**src/rtl/conv3x3_unit.sv**
```systemverilog
// 3x3 convolution stage: loadable signed kernel, four registered stages
// (multiply, row sums, total, shift+saturate), one pixel per accepted window.
module conv3x3_unit #(
  parameter int unsigned PIXEL_W = 8,
  parameter int unsigned COEF_W  = 8,
  parameter int unsigned TAPS    = 9,
  parameter int unsigned SHIFT   = 4
) (
  input  logic                    clk,
  input  logic                    rst,
  input  logic                    window_valid,
  input  logic [TAPS*PIXEL_W-1:0] window_data,
  input  logic                    coef_load,
  input  logic [COEF_W-1:0]       coef_data,
  output logic                    coef_ready,
  output logic [PIXEL_W-1:0]      pixel_out,
  output logic                    pixel_out_valid
);

  localparam int unsigned CNT_W  = $clog2(TAPS);
  localparam int unsigned PROD_W = PIXEL_W + 1 + COEF_W;
  localparam int unsigned ROW_W  = PROD_W + 2;
  localparam int unsigned SUM_W  = ROW_W + 2;
  localparam int unsigned ROWS   = 3;

  logic signed [COEF_W-1:0] coef [TAPS];
  logic [CNT_W-1:0]         coef_count;

  logic                     accept;
  logic                     s1_valid;
  logic                     s2_valid;
  logic                     s3_valid;
  logic signed [PROD_W-1:0] prod [TAPS];
  logic signed [ROW_W-1:0]  row_sum [ROWS];
  logic signed [SUM_W-1:0]  total;
  logic signed [SUM_W-1:0]  shifted;
  logic [PIXEL_W-1:0]       sat_pixel;

  assign accept = window_valid & coef_ready;

  // Coefficient bank; ready only while a complete set sits in the bank.
  always_ff @(posedge clk) begin
    if (rst) begin
      for (int k = 0; k < TAPS; k++) coef[k] <= '0;
      coef_count <= '0;
      coef_ready <= 1'b0;
    end else if (coef_load) begin
      coef[coef_count] <= coef_data;
      if (coef_count == CNT_W'(TAPS - 1)) begin
        coef_count <= '0;
        coef_ready <= 1'b1;
      end else begin
        coef_count <= coef_count + CNT_W'(1);
        coef_ready <= 1'b0;
      end
    end
  end

  // Valid pipeline; reset flushes every window in flight.
  always_ff @(posedge clk) begin
    if (rst) begin
      s1_valid <= 1'b0;
      s2_valid <= 1'b0;
      s3_valid <= 1'b0;
    end else begin
      s1_valid <= accept;
      s2_valid <= s1_valid;
      s3_valid <= s2_valid;
    end
  end

  // Datapath registers; pixels are zero-extended so they multiply as unsigned.
  always_ff @(posedge clk) begin
    if (accept) begin
      for (int k = 0; k < TAPS; k++) begin
        prod[k] <= PROD_W'($signed({1'b0, window_data[k*PIXEL_W +: PIXEL_W]}))
                 * PROD_W'(coef[k]);
      end
    end
    if (s1_valid) begin
      for (int r = 0; r < ROWS; r++) begin
        row_sum[r] <= ROW_W'(prod[3*r]) + ROW_W'(prod[3*r+1]) + ROW_W'(prod[3*r+2]);
      end
    end
    if (s2_valid) begin
      total <= SUM_W'(row_sum[0]) + SUM_W'(row_sum[1]) + SUM_W'(row_sum[2]);
    end
  end

  // Floor-divide by 2^SHIFT, then clamp into the pixel range.
  always_comb begin
    shifted   = total >>> SHIFT;
    sat_pixel = shifted[PIXEL_W-1:0];
    if (shifted[SUM_W-1]) begin
      sat_pixel = '0;
    end else if (|shifted[SUM_W-2:PIXEL_W]) begin
      sat_pixel = '1;
    end
  end

  always_ff @(posedge clk) begin
    if (rst) begin
      pixel_out       <= '0;
      pixel_out_valid <= 1'b0;
    end else begin
      pixel_out_valid <= s3_valid;
      if (s3_valid) pixel_out <= sat_pixel;
    end
  end

endmodule
```
**config.mk**
```make
export PLATFORM = sky130hd
export DESIGN_NAME = conv3x3_unit
export DESIGN_NICKNAME = d
export VERILOG_FILES = /design/src/rtl/conv3x3_unit.sv
export SDC_FILE = /design/constraint.sdc
export NUM_CORES = 2
export LEC_CHECK = 0
export BUFFER_PORTS_ARGS = -buffer_cell sky130_fd_sc_hd__clkbuf_2
export CELL_PAD_IN_SITES_DETAIL_PLACEMENT = 0
export CELL_PAD_IN_SITES_GLOBAL_PLACEMENT = 1
export CORE_AREA = 2 2 260 262
export CTS_CLUSTER_DIAMETER = 30
export DETAILED_ROUTE_END_ITERATION = 7
export DIE_AREA = 0 0 262 264
export PLACE_DENSITY = 0.88
export SLEW_MARGIN = 30
export SYNTH_ARGS = -nofsm -noshare
export SYNTH_HDL_FRONTEND = slang
export SYNTH_SLANG_ARGS = --single-unit
```
**constraint.sdc**
```tcl
create_clock -name clk -period 5.8 [get_ports clk]
set_clock_uncertainty 0.2 [all_clocks]
set_input_delay 1.16 -clock clk [delete_from_list [all_inputs] [get_ports clk]]
set_output_delay 1.16 -clock clk [all_outputs]
set_load 0.005 [all_outputs]
```
==> impl_metrics.env <==
export IMPL_status="completed"
export IMPL_die_y_um=264
export IMPL_hold_ws_ns=0.289
export IMPL_power_mw=9.49
export IMPL_fillers=5670
export IMPL_ys_warn_count=0
export IMPL_place_area_sq_um=35800
export IMPL_crit_buf_inv=4
export IMPL_clock_path_buffers=3
export IMPL_pre_cts_ws_ns=-0.00443
export IMPL_cp_max_fo=8
export IMPL_r2r_end="prod[3][15]$_DFFE_PP_"
export IMPL_cts_setup_buffers=0
export IMPL_antenna_found_initial=2
export IMPL_dieArea_sq_um=69200
export IMPL_min_delay_start="coef_ready$_SDFFE_PP0P_"
export IMPL_synth_edf_count=299
export IMPL_timing_final_crit_share=0.892
export IMPL_gr_total_overflow=0
export IMPL_layout_area_seq_sq_um=9320
export IMPL_ys_flop_type="edfxtp_1"
export IMPL_cts_buffers=70
export IMPL_clk_latency_ns=0.60
export IMPL_power_density_nw_per_um2=248
export IMPL_hold_path_class="flop to flop"
export IMPL_cts_root_buf="clkbuf_16"
export IMPL_drive_gt1_frac=0.0744
export IMPL_period_needed_ns=5.18
export IMPL_grt_max_degree=80
export IMPL_synth_area_sq_um=34200
export IMPL_cp_common_cell="fa_1"
export IMPL_clk_pin_slew_ns=0.04
export IMPL_rrSetupSlack_ns=0.73
export IMPL_cts_repair_resized=0
export IMPL_place_congestion=0.852
export IMPL_num_vias=22887
export IMPL_cpPeakStageDelay_ns=0.55
export IMPL_wl_um=73000
export IMPL_hpwl_um=57900
export IMPL_grtUsageTotal=0.222
export IMPL_hold_viol=0
export IMPL_worst_endpoint_required_ns=5.92
export IMPL_drtAntennaViolNets=0
export IMPL_reg2reg_from="coef[6][7]$_SDFFCE_PN0P_"
export IMPL_layout_common_cells="551 x inv_1, 461 x ha_1, 405 x fa_1"
export IMPL_finalSetupViolCount=0
export IMPL_synth_async_reset_ratio=0
export IMPL_num_rows=95
export IMPL_fin_nets=4336
export IMPL_drv_cap=0
export IMPL_slowest_stage="fa_1"
export IMPL_synthCells=3222
export IMPL_viasPerCell=5.30
export IMPL_htreeDepth=3
export IMPL_ys_seq_elements=316
export IMPL_reg2reg_depth=16
export IMPL_cts_tree="built"
export IMPL_yosysSeqAreaShare=0.273
export IMPL_cp_end_kind="flop"
export IMPL_boundaryPins=94
export IMPL_drt_initial_drc_count=1374
export IMPL_dr_pass1_iters=5
export IMPL_wl_per_cell_um=16.9
export IMPL_timing_final_ws_setup_ns=0.624
export IMPL_cts_sinks=316
export IMPL_drc=0
export IMPL_start_kind="input port"
export IMPL_hold_path_end="coef_ready$_SDFFE_PP0P_"
export IMPL_grt_pass1_wl_um=121000
export IMPL_path_delay_family="adder cells"
export IMPL_die_width_um=262
export IMPL_rsz0062_at_grt="no"
export IMPL_final_common_cell="inv_1"
export IMPL_ir_drop_mv=0.236
export IMPL_crit_type="input port to flop"
export IMPL_slew_headroom=0.499
export IMPL_io_buffer_count=93
export IMPL_syn_num_nets=4172
export IMPL_area_growth_pct=11.9
export IMPL_worst_pin_slew_ns=0.750
export IMPL_slew_violations=0
export IMPL_ctsHoldBuffers=0
export IMPL_grt_pass1_vias=23376
export IMPL_start_util=0.513
export IMPL_min_path_cells=2
export IMPL_syn_area_per_cell_sq_um=10.6
export IMPL_p_leak_nw=18.0
export IMPL_synth_distinct_cells=63
export IMPL_multi_input_comb_area_sq_um=22700
export IMPL_max_freq_mhz=193
export IMPL_stdcell_area_sq_um=38200
export IMPL_cp_num_cells=17
export IMPL_coreArea_sq_um=66600
export IMPL_cp_arrival_ns=5.29
export IMPL_crit_path_cell_trace="clkbuf_2 -> nand2_1 -> fa_1 -> fa_1 -> inv_1 -> fa_1 -> inv_1 -> fa_1 -> inv_1 -> ha_1 -> nand2_1 -> o21ai_0 -> nor4_1 -> a21oi_1 -> a41o_1 -> o41ai_1 -> xnor2_1"
## layout make-up
class	count	share of cell area
multi-input combinational	2336	0.594
sequential	316	0.244
inverter	551	0.0541
clock buffer	79	0.0467
tap	873	0.0286
timing repair buffer	111	0.0164
clock inverter	50	0.0157
antenna	2	0.000131
## cells by family after synthesis
group / count (synthesis) / share of synthesized area
buffers and inverters: 570 / 0.0627
and+or+nand+nor: 960 / 0.149
AOI/OAI and AO/OA: 355 / 0.0690
muxes: 11 / 0.00326
DFF: 316 / 0.273
adders and majority gates: 866 / 0.406
xor gates and xnor gates: 144 / 0.0369
## worst max path at each step
stage	from	endpoint
after floorplan	window_valid	prod[0][0]$_DFFE_PP_
after global placement	window_data[21]	prod[1][16]$_DFFE_PP_
after detailed placement	window_data[53]	prod[3][15]$_DFFE_PP_
after CTS	window_data[53]	prod[3][15]$_DFFE_PP_
after global routing	window_data[5]	prod[0][16]$_DFFE_PP_
final	window_data[53]	prod[3][15]$_DFFE_PP_
## metal layers
layer,vias to the layer above,global-route usage,routed length [um]
met5,-,0,0
met4,0,0.0556,1600
met3,95,0.0328,3370
met2,481,0.362,34800
met1,11325,0.313,33200
li1,10986,-,-
## synthesized netlist by cell type (17+ instances only)
cell      instances  area (sq um)
inv_1           551          2070
ha_1            461          5770
fa_1            405          8110
and2_1          367          2300
edfxtp_1        299          8980
nand2_1         212           796
nor2_1          135           507
a21oi_1         132           661
xnor2_1         114           998
and3_1           81           507
o21ai_0          50           250
nand2b_1         47           294
o21a_1           35           263
a21o_1           33           248
xor2_1           30           263
nor3_1           29           145
nand3_1          25           125
nor2b_1          25           156
clkbuf_1         18          67.6
dfxtp_1          17           340
## state kept, by name, summed over array words and instances (netlist names)
register,cells
coef,72
coef_count,4
coef_ready,1
pixel_out,8
pixel_out_valid,1
prod,153
row_sum,57
s1_valid,1
s2_valid,1
s3_valid,1
total,17
## worst min-delay path, cell delays in order (launching register included)
cell,delay (ns)
dfxtp_1,0.31
nand2b_1,0.07
a21oi_1,0.06
## power by group
| part | internal [mW] | switching [mW] |
|---|---|---|
| clock | 2.68 | 1.32 |
| combinational | 1.20 | 1.58 |
| sequential | 2.66 | 0.0559 |
## metrics by stage
step / TNS [ns] / std cells / utilization
floorplan: 0 / 3222 / -
global placement: 0 / 4186 / 0.538
detailed placement: -0.00443 / 4187 / 0.538
CTS: 0 / 4316 / 0.574
global route: 0 / 4317 / 0.574
finish: 0 / 4318 / 0.574
Note: power is estimated with default switching activity, not from simulation.
